===== src/rtl/clk_pkg.sv =====
// Shared types and helpers for divided-clock monitors: FSM states and the
// power-of-two period-to-scale decoder.
package clk_pkg;

  localparam int SYNC_STAGES_DEF = 2;
  localparam int SC_MAX_PW       = 33;
  localparam int SC_IDX_W        = 6;

  typedef enum logic [1:0] {
    ST_IDLE = 2'd0,
    ST_ARM  = 2'd1,
    ST_MEAS = 2'd2
  } state_e;

  typedef struct packed {
    logic                ok;
    logic [SC_IDX_W-1:0] idx;
  } sc_dec_t;

  // A legal period has exactly one bit set at position 1..size; the index is position-1.
  function automatic sc_dec_t sc_decode(input logic [SC_MAX_PW-1:0] period, input int size);
    sc_dec_t res;
    int      ones;
    res.ok  = 1'b0;
    res.idx = '0;
    ones    = 0;
    for (int p = 0; p < SC_MAX_PW; p++) begin
      if (period[p]) begin
        ones = ones + 32'sd1;
        if ((p >= 32'sd1) && (p <= size)) begin
          res.ok  = 1'b1;
          res.idx = SC_IDX_W'(p - 32'sd1);
        end
      end
    end
    if (ones != 32'sd1) begin
      res.ok = 1'b0;
    end
    return res;
  endfunction

endpackage


===== src/rtl/clk_sync.sv =====
// N-flop level synchronizer with synchronous active-high reset; reusable by
// any consumer of a divided clock.
module clk_sync #(
  parameter int N = 2
) (
  input  logic clk,
  input  logic rst,
  input  logic d,
  output logic q
);

  logic [N-1:0] stage_q;
  logic [N-1:0] stage_d;

  always_comb begin
    stage_d = {stage_q[N-2:0], d};
  end

  always_ff @(posedge clk) begin
    if (rst) begin
      stage_q <= '0;
    end else begin
      stage_q <= stage_d;
    end
  end

  assign q = stage_q[N-1];

endmodule


===== src/rtl/clk_mon.sv =====
// Measures the rise-to-rise period of a divided clock in fsys cycles, decodes
// the divider scale, and flags lock and loss-of-clock. SIZE must be 2..32.
module clk_mon
  import clk_pkg::*;
#(
  parameter int SIZE        = 8,
  parameter int SYNC_STAGES = SYNC_STAGES_DEF
) (
  input  logic                    fsys,
  input  logic                    clk_mon_rst,
  input  logic                    clk_mon_in,
  output logic [SIZE:0]           clk_mon_period,
  output logic                    clk_mon_valid,
  output logic [$clog2(SIZE)-1:0] clk_mon_sc,
  output logic                    clk_mon_sc_ok,
  output logic                    clk_mon_locked,
  output logic                    clk_mon_timeout
);

  localparam int            SC_W    = $clog2(SIZE);
  localparam logic [SIZE:0] CNT_MAX = '1;
  localparam logic [SIZE:0] CNT_ONE = {{SIZE{1'b0}}, 1'b1};

  logic            sync_s;
  logic            rise_s;
  logic            sc_fit_s;
  sc_dec_t         dec_s;
  logic            in_prev_q, in_prev_d;
  logic [SIZE:0]   cnt_q, cnt_d;
  logic [SIZE:0]   period_q, period_d;
  logic [SIZE:0]   prev_period_q, prev_period_d;
  logic [SC_W-1:0] sc_q, sc_d;
  state_e          state_q, state_d;
  logic            valid_q, valid_d;
  logic            sc_ok_q, sc_ok_d;
  logic            locked_q, locked_d;
  logic            timeout_q, timeout_d;

  clk_sync #(.N(SYNC_STAGES)) u_sync (
    .clk (fsys),
    .rst (clk_mon_rst),
    .d   (clk_mon_in),
    .q   (sync_s)
  );

  // Edge detect, saturating period counter and scale decode of the running count.
  always_comb begin
    in_prev_d = sync_s;
    rise_s    = sync_s & ~in_prev_q;
    if (rise_s) begin
      cnt_d = CNT_ONE;
    end else if (cnt_q == CNT_MAX) begin
      cnt_d = cnt_q;
    end else begin
      cnt_d = cnt_q + CNT_ONE;
    end
    dec_s    = sc_decode(SC_MAX_PW'(cnt_q), SIZE);
    sc_fit_s = ((dec_s.idx >> SC_W) == SC_IDX_W'(0));
  end

  // Measurement FSM; a rise always beats a coincident timeout.
  always_comb begin
    state_d       = state_q;
    period_d      = period_q;
    prev_period_d = prev_period_q;
    valid_d       = 1'b0;
    sc_d          = sc_q;
    sc_ok_d       = sc_ok_q;
    locked_d      = locked_q;
    timeout_d     = timeout_q;
    case (state_q)
      ST_IDLE: begin
        if (rise_s) begin
          state_d = ST_ARM;
        end else begin
          state_d = ST_IDLE;
        end
      end
      ST_ARM, ST_MEAS: begin
        if (rise_s) begin
          period_d      = cnt_q;
          prev_period_d = cnt_q;
          valid_d       = 1'b1;
          timeout_d     = 1'b0;
          locked_d      = (state_q == ST_MEAS) && (cnt_q == prev_period_q);
          state_d       = ST_MEAS;
          if (dec_s.ok && sc_fit_s) begin
            sc_d    = dec_s.idx[SC_W-1:0];
            sc_ok_d = 1'b1;
          end else begin
            sc_ok_d = 1'b0;
          end
        end else if (cnt_q == CNT_MAX) begin
          timeout_d = 1'b1;
          locked_d  = 1'b0;
          state_d   = ST_IDLE;
        end else begin
          state_d = state_q;
        end
      end
      default: begin
        state_d = ST_IDLE;
      end
    endcase
  end

  always_ff @(posedge fsys) begin
    if (clk_mon_rst) begin
      in_prev_q     <= 1'b0;
      cnt_q         <= '0;
      state_q       <= ST_IDLE;
      period_q      <= '0;
      prev_period_q <= '0;
      valid_q       <= 1'b0;
      sc_q          <= '0;
      sc_ok_q       <= 1'b0;
      locked_q      <= 1'b0;
      timeout_q     <= 1'b0;
    end else begin
      in_prev_q     <= in_prev_d;
      cnt_q         <= cnt_d;
      state_q       <= state_d;
      period_q      <= period_d;
      prev_period_q <= prev_period_d;
      valid_q       <= valid_d;
      sc_q          <= sc_d;
      sc_ok_q       <= sc_ok_d;
      locked_q      <= locked_d;
      timeout_q     <= timeout_d;
    end
  end

  assign clk_mon_period  = period_q;
  assign clk_mon_valid   = valid_q;
  assign clk_mon_sc      = sc_q;
  assign clk_mon_sc_ok   = sc_ok_q;
  assign clk_mon_locked  = locked_q;
  assign clk_mon_timeout = timeout_q;

endmodule


===== config.mk =====
export PLATFORM = sky130hd
export DESIGN_NAME = clk_mon
export DESIGN_NICKNAME = d
export VERILOG_FILES = /design/src/rtl/clk_pkg.sv /design/src/rtl/clk_sync.sv /design/src/rtl/clk_mon.sv
export SDC_FILE = /design/constraint.sdc
export NUM_CORES = 1
export LEC_CHECK = 0
export BUFFER_PORTS_ARGS = -buffer_cell sky130_fd_sc_hd__buf_2
export CAP_MARGIN = 20
export CELL_PAD_IN_SITES_DETAIL_PLACEMENT = 0
export CELL_PAD_IN_SITES_GLOBAL_PLACEMENT = 2
export CORE_MARGIN = 1
export CORE_UTILIZATION = 39
export CTS_CLUSTER_SIZE = 14
export DETAILED_ROUTE_END_ITERATION = 12
export PLACE_DENSITY_LB_ADDON = 0.05
export SYNTH_ARGS = -nofsm -noshare
export SYNTH_HDL_FRONTEND = slang
export SYNTH_SLANG_ARGS = --single-unit

===== constraint.sdc =====
create_clock -name fsys -period 8 [get_ports fsys]
set_input_delay 0.4 -clock fsys [delete_from_list [all_inputs] [get_ports fsys]]
set_output_delay 0.4 -clock fsys [all_outputs]
set_load 0.01 [all_outputs]

==> metrics.md, run 1 <==
| Metric | Value |
|---|---|
| Post-synth ARST share | `0%` |
| MaxCap Viol Count | `0` |
| CTS tree | `done` |
| Path type of the worst setup path | `flip-flop to flip-flop` |
| Most frequent cells in the layout | `nand2_1 (35), dfxtp_1 (30), nor2_1 (19), a21oi_1 (19), buf_2 (18)` |
| Min-delay worst type | `input port to flip-flop` |
| Startpoint types | `flip-flop` |
| Drt pass-1 iters | `4` |
| Clk sinks | `30` |
| Number of synthesized flops with an enable pin | `0` |
| First-pass GRT wire length | `8330 um` |
| Worst slew pin tran | `about 860 ps` |
| # DRC | `0` |
| Final Max Slew Viols | `0` |
| Total GRT Usage | `between 10% and 20%` |
| Sequential Power Share | `between 40 and 50%` |
| Slew headroom | `42.5%` |
| Post-synth top flop | `dfxtp_1` |
| WL final | `approximately 4800 um` |
| Switching Fraction | `between 20% and 30%` |
| Critical path fanouts, max | `9` |
| Worst EP arrival | `~5700 ps` |
| Crit share post-route | `between 60% and 70%` |
| Crit end category | `flip-flop` |
| Final nets | `around 290` |
| Row count | `26` |
| VDD IR max | `0.0886 mV` |
| DR vias/cell | `about 5.2` |
| Cell Pwr Density | `~140 nW/um^2` |
| Hold-fix buffers, CTS | `0` |
| Most used routing layer | `met2` |
| GRT met3 Usage | `under 10%` |
| Sw Pwr | `between 0.00008 and 0.00009 W` |
| Post-CTS Resized | `0` |
| Minimum clock period | `approximately 5500 ps` |
| Hold Fails Final Rpt | `0` |
| Antenna diodes | `0` |
| Setup Fix Bufs, Post-CTS | `0` |
| Area Overhead vs Synth | `8.48%` |
| Buffers added on ports | `18` |
| Vias in the first global route | `1708` |
| Fmax | `around 180 MHz` |
| H-tree levels | `2` |
| Clk Latency, worst-skew pair | `approximately 270 ps` |
| Req. time, crit path | `8160 ps` |
| Total number of vias | `about 1800` |
| Syn avg cell area | `~8 sq um` |
| Clock slew at reported path FFs | `roughly 60 ps` |
| Commonest non-fill, non-tap cell in the layout | `nand2_1` |
| Initial antenna violation count | `0` |
| Final RePlAce weighted congestion | `between 0.7 and 0.8` |
| Top Ports | `19` |
| CTS Buf Count | `5` |
| Die H | `76.8 um` |
| Yosys warning total | `0` |
| Die width | `between 70 and 80 um` |
| Setup violators final | `0` |
| Grt met2 use | `between 20% and 30%` |
| P_int | `around 0.00024 W` |
| Synthesized instance count | `between 200 and 300` |
| Clock Skew | `around 2.8 ps` |
| Core Area | `5240 sq um` |
| Die area | `roughly 6000 sq um` |
| Worst Hold Slack | `between 300 and 400 ps` |
| Initial core utilization | `a little over two fifths` |
| Antenna-violating nets left | `0` |
| Root buf cell | `clkbuf_8` |
| Detailed router's first-iteration violation count | `35` |
| Final TNS setup | `0 ps` |
| M1 GR Usage | `between 20% and 30%` |
| Post-synth cell types | `47` |
| #FFs+latches synth | `30` |
| Combinational share of power | `roughly 16%` |
| Sequential area share after synthesis | `about 28%` |
| Syn_nets | `between 200 and 300` |
| RSZ-0062 raised after global routing | `no` |
| Layout cells sized above 1 | `between 10 and 15%` |
| CTS Buffer Depth | `2` |
| Largest net degree at the start of global routing | `27` |
| Total grt overflow | `0` |
| Status | `complete, no violations` |
| Clock power share | `roughly 37%` |
| Fill cell total of the finished layout | `approximately 540` |
| Hpwl dp | `around 3600 um` |
| Static leakage | `roughly 0.95 nW` |
| Mapped Area | `around 2200 sq um` |
| Wire per inst | `14.0 um` |
## stage by stage
| stage | area [sq um] | setup WS (ps) | std cells | total power, W | utilization, % |
|---|---|---|---|---|---|
| 2_1_floorplan | 2180 | 2910 | 265 | 0.000203 | - |
| 3_3_place_gp | 2280 | 2540 | 334 | 0.000210 | 43.5 |
| 3_5_place_dp | 2280 | 2470 | 334 | 0.000210 | 43.5 |
| 4_1_cts | 2370 | 2430 | 342 | 0.000333 | 45.2 |
| 5_1_grt | 2370 | 1920 | 342 | 0.000348 | 45.2 |
| 6_report | 2370 | 2480 | 342 | 0.000329 | 45.2 |
## path summary, 6_finish.rpt
kind | depth (start not counted) | slack (ps) | end | from
hold / removal | 2 | 350 | u_sync.stage_q[0]$_SDFF_PP0_ | clk_mon_in
setup reg to reg | 25 | 2480 | clk_mon_sc[2]$_SDFFE_PP0P_ | cnt_q[0]$_SDFFE_PP0P_
hold reg to reg | 1 | 430 | u_sync.stage_q[1]$_SDFF_PP0_ | u_sync.stage_q[0]$_SDFF_PP0_
setup / recovery | 25 | 2480 | clk_mon_sc[2]$_SDFFE_PP0P_ | cnt_q[0]$_SDFFE_PP0P_
## metal layers
layer | vias up | wire [um]
met1 | 835 | 2570
met4 | 0 | 21
met3 | 4 | 109
met2 | 17 | 2090
li1 | 926 | -
met5 | - | 0
## critical path, cell delays in order (launching register included)
cell,delay [ps]
dfxtp_1,450
inv_1,70
ha_1,400
xnor2_1,370
inv_1,80
ha_1,330
nand2_1,90
o21ai_0,100
ha_1,340
inv_1,70
mux2_2,150
nand2_1,50
ha_1,280
nor2_1,40
a31oi_1,190
ha_1,260
mux2_2,290
ha_1,270
mux2_2,290
ha_1,220
nand3_1,170
nor4_4,60
nand4bb_1,110
mux2i_1,90
o211ai_2,280
mux2_1,350
## power groups by stage
stage / Clock, W / Sequential (W) / Combinational [W]
3_3_place_gp: 0 / 0.000158 / 0.0000516
5_1_grt: 0.000134 / 0.000155 / 0.0000586
6_report: 0.000122 / 0.000155 / 0.0000518
3_5_place_dp: 0 / 0.000158 / 0.0000516
4_1_cts: 0.000126 / 0.000155 / 0.0000523
2_1_floorplan: 0 / 0.000157 / 0.0000461
## Yosys cell counts (2+ instances only)
cell	count	area [sq um]
xnor2_1	14	123
a21bo_2	2	20.0
nand2b_1	5	31.3
mux2i_1	4	40.0
nand3_1	6	30.0
o21ai_0	8	40.0
and2_1	3	18.8
xor2_1	9	78.8
clkbuf_1	16	60.1
nand3b_1	7	52.6
a21oi_1	19	95.1
nor3_1	4	20.0
dfxtp_1	30	601
inv_1	13	48.8
xnor3_1	3	67.6
nor2_1	19	71.3
nand4_1	8	50.1
mux2_1	2	22.5
o21bai_1	2	15.0
ha_1	12	150
a211oi_1	3	22.5
nand2_1	35	131
nor4_1	4	25.0
nor2b_1	7	43.8
mux2_2	4	45.0
or3_1	4	25.0
xnor2_2	2	32.5
## state kept, by name, indices dropped and copies added (netlist names)
signal	count
clk_mon_locked	1
clk_mon_sc	3
clk_mon_sc_ok	1
clk_mon_timeout	1
clk_mon_valid	1
cnt_q	9
in_prev_q	1
prev_period_q	9
state_q	2
u_sync.stage_q	2
## logic make-up after synthesis
logic type | after synthesis | synth area share, %
compound gates | 42 | 12.9
xor+xnor | 28 | 13.8
fa+ha+maj | 12 | 6.88
buf+inv | 32 | 6.07
flops | 30 | 27.5
mux | 11 | 5.96
simple gates | 110 | 26.9
## final cells by class
cell class	count	area [sq um]	share of cell area [%]
Multi-Input combinational cell	203	1450	61.2
Sequential cell	30	601	25.4
Timing Repair Buffer	18	90.1	3.80
Tap cell	70	87.6	3.70
Clock buffer	7	86.3	3.65
Inverter	13	48.8	2.06
Clock inverter	1	5.00	0.211
(Power assumes the default switching activity.)
==> run 2: changes to the inputs <==
--- a/config.mk
+++ b/config.mk
@@ -10,7 +10,7 @@
 export CELL_PAD_IN_SITES_DETAIL_PLACEMENT = 0
 export CELL_PAD_IN_SITES_GLOBAL_PLACEMENT = 2
 export CORE_MARGIN = 1
-export CORE_UTILIZATION = 39
+export CORE_UTILIZATION = 32
 export CTS_CLUSTER_SIZE = 14
 export DETAILED_ROUTE_END_ITERATION = 12
 export PLACE_DENSITY_LB_ADDON = 0.05
==> constraint.sdc (replaced) <==
create_clock -name fsys -period 4.5 [get_ports fsys]
set_input_delay 0.225 -clock fsys [delete_from_list [all_inputs] [get_ports fsys]]
set_output_delay 0.225 -clock fsys [all_outputs]
set_load 0.01 [all_outputs]
==> run 2 against run 1 <==
Compared with the run above: the run now ends with setup timing left; total power is 100% higher; largest power group unchanged; cell area grew 16%; flip-flop and latch count stayed put; via count grew 3.9%; worst hold slack worse by 190 ps.
==> metrics.md, run 2 (synthesis gave the netlist of run 1 again) <==
| Metric | Value |
|---|---|
| Status | `finished with violations` |
| VDD IR max | `0.144 mV (+62%)` |
| Fill cell total of the finished layout | `693 (+28%)` |
| CTS Buffer Depth | `2 (unchanged)` |
| Detailed router's first-iteration violation count | `62 (+77%)` |
| DR vias/cell | `4.98 (-4.5%)` |
| Final Max Slew Viols | `0 (unchanged)` |
| Total number of vias | `1851 (+3.9%)` |
| Core Area | `6460 sq um (+23%)` |
| Die area | `7160 sq um (+21%)` |
| Final RePlAce weighted congestion | `0.746 (+4.0%)` |
| Final non-filler cell area | `2740 sq um (+16%)` |
| Hold EP | `u_sync.stage_q[0]$_SDFF_PP0_` |
| Root buf cell | `clkbuf_8` |
| Critical path fanouts, max | `3 (-6)` |
| Die width | `84.6 um (+10%)` |
| Buffers added on ports | `18 (unchanged)` |
| Slew headroom | `59.3% (+17 points)` |
| First-pass GRT wire length | `9030 um (+8.4%)` |
| CP Buf/Inv Count | `3 (unchanged)` |
| CTS tree | `done` |
| Hpwl dp | `4100 um (+13%)` |
| Wire per inst | `14.5 um (+3.7%)` |
| Hold_sp | `clk_mon_in` |
| Reg2reg start | `cnt_q[1]$_SDFFE_PP0N_` |
| Failing checks | `setup timing` |
| Startpoint types | `flip-flop` |
| CP cell instances | `inv_4, ha_4, xnor2_4, inv_2, ha_4, nand2_2, o21ai_2, ha_1, inv_1, mux2_4, nand2_4, ha_4, nor2_4, a31oi_4, ha_4, mux2_4, ha_4, mux2_4, ha_4, a221oi_2, a21oi_1, nor2_1, o211ai_2, mux2_4` |
| Min-delay worst type | `input port to flip-flop` |
| Req. time, crit path | `4660 ps (-3500 ps)` |
| Total GRT Usage | `16.1% (-1.4 points)` |
| Path type of the worst setup path | `flip-flop to flip-flop` |
| Crit share post-route | `101% (+32 points)` |
| Initial core utilization | `33.8% (-7.9 points)` |
| Commonest non-fill, non-tap cell in the layout | `nand2_1` |
| Vias in the first global route | `1811 (+6.0%)` |
| Drt pass-1 iters | `4 (unchanged)` |
| WL final | `5400 um (+13%)` |
| CP max stage delay | `360 ps (-90 ps)` |
| Layout cells sized above 1 | `29.2% (+14 points)` |
| Top Ports | `19 (unchanged)` |
| Final nets | `309 (+8.0%)` |
| Antenna diodes | `0 (unchanged)` |
| # DRC | `0 (unchanged)` |
| Antenna-violating nets left | `0 (unchanged)` |
| RSZ-0062 raised after global routing | `yes` |
| Most frequent cells in the layout | `nand2_1 (33), dfxtp_1 (28), buf_4 (23)` |
| Clk Latency, worst-skew pair | `270 ps (about the same)` |
| Crit end category | `flip-flop` |
| Reg2reg end | `clk_mon_sc[2]$_SDFFE_PP0P_` |
| H-tree levels | `2 (unchanged)` |
| Static leakage | `1.08 nW (+14%)` |
| Area after DPL | `2530 sq um (+11%)` |
| Clock slew at reported path FFs | `60 ps (about the same)` |
| Flop-to-flop setup slack | `-30 ps (-2500 ps)` |
| Initial antenna violation count | `0 (unchanged)` |
| Row count | `29 (+12%)` |
| Area Overhead vs Synth | `25.4%` |
| Slowest CP cell | `dfxtp_4` |
| Largest net degree at the start of global routing | `27 (unchanged)` |
| Hold Fails Final Rpt | `0 (unchanged)` |
| Setup slack after layout | `-25.5 ps (-2500 ps)` |
| Family with the most delay on the worst path | `adder cells` |
| CTS Buf Count | `5 (unchanged)` |
| Clock Skew | `4.28 ps (+1.46 ps)` |
| Clk sinks | `30 (unchanged)` |
| FF-to-FF path depth | `24 (-4.0%)` |
| Worst hold stages | `2 (unchanged)` |
| Total chip power | `0.000657 W (+100%)` |
| Die H | `84.6 um (+10%)` |
| Worst slew pin tran | `604 ps (-258 ps)` |
| Total grt overflow | `0 (unchanged)` |
| Cell Pwr Density | `240 nW/um^2 (+73%)` |
| Setup violators final | `2 (+2)` |
| Worst Hold Slack | `162 ps (-187 ps)` |
| Worst EP arrival | `4690 ps (-990 ps)` |
| CP dominant cell by count | `ha_4` |
| Minimum clock period | `4530 ps (-999 ps)` |
| Core Util, Final | `42.4% (-2.8 points)` |
| Fmax | `221 MHz (+22%)` |
| MaxCap Viol Count | `0 (unchanged)` |
## run 2: cell types whose count changed in the layout (fill, tap and decap cells not counted), sizes merged
cell	previous run	this run
buf	18	41
## run 2: how the worst max path moves through the flow
| stage | start | end | slack (ps) | cells after the start |
|---|---|---|---|---|
| after floorplan | cnt_q[1]$_SDFFE_PP0N_ | clk_mon_sc[1]$_SDFFE_PP0P_ | -120 | 25 |
| after global placement | cnt_q[0]$_SDFFE_PP0P_ | clk_mon_sc[2]$_SDFFE_PP0P_ | -90 | 23 |
| after detailed placement | cnt_q[0]$_SDFFE_PP0P_ | clk_mon_sc[2]$_SDFFE_PP0P_ | -160 | 23 |
| after CTS | cnt_q[1]$_SDFFE_PP0N_ | clk_mon_sc[2]$_SDFFE_PP0P_ | -110 | 24 |
| after global routing | cnt_q[0]$_SDFFE_PP0P_ | clk_mon_sc[2]$_SDFFE_PP0P_ | -260 | 24 |
| final | cnt_q[1]$_SDFFE_PP0N_ | clk_mon_sc[2]$_SDFFE_PP0P_ | -30 | 24 |
## run 2: worst register-to-register path, stage by stage (launching register included)
cell	delay, ps
dfxtp_4	360
inv_4	30
ha_4	280
xnor2_4	120
inv_2	60
ha_4	270
nand2_2	60
o21ai_2	70
ha_1	250
inv_1	70
mux2_4	160
nand2_4	60
ha_4	290
nor2_4	40
a31oi_4	180
ha_4	220
mux2_4	270
ha_4	210
mux2_4	280
ha_4	180
a221oi_2	270
a21oi_1	110
nor2_1	150
o211ai_2	130
mux2_4	320
## run 2: timing repair
item / 4_1_cts / 5_1_grt
resized for setup: 7 / 11
hold buffers: 0 / 0
setup buffers: 1 / 3
endpoints found under the setup margin: 4 / 4
pin swaps: 1 / 9
endpoints found under the hold margin: 0 / 0
## run 2: metal layers
layer | track usage, % | vias up | wire, um
met3 | 3.34 | 2 | 102
met4 | 2.31 | 0 | 9
met5 | 0 | - | 0
met2 | 24.5 | 18 | 2400
met1 | 23.7 | 857 | 2890
li1 | - | 974 | -
## run 2: final cells by class
| type | count | area, sq um | area share (%) |
|---|---|---|---|
| Timing Repair Buffer | 41 | 263 | 9.60 |
| Multi-Input combinational cell | 203 | 1630 | 59.4 |
| Sequential cell | 30 | 608 | 22.2 |
| Inverter | 13 | 53.8 | 1.97 |
| Clock inverter | 1 | 5.00 | 0.183 |
| Tap cell | 77 | 96.3 | 3.52 |
| Clock buffer | 7 | 86.3 | 3.15 |
## run 2: metrics by stage
stage / worst slack [ps] / TNS (ps) / instances
5_1_grt: -262 / -945 / 372
6_report: -25.5 / -46.8 / 372
4_1_cts: -105 / -242 / 369
3_3_place_gp: -91.6 / -221 / 360
3_5_place_dp: -162 / -453 / 360
2_1_floorplan: -123 / -247 / 265
## run 2: where the power goes
part / switching [W] / total, W / internal [W]
sequential: 0.00000364 / 0.000273 / 0.000269
combinational: 0.0000787 / 0.000164 / 0.0000855
clock: 0.0000965 / 0.000220 / 0.000123
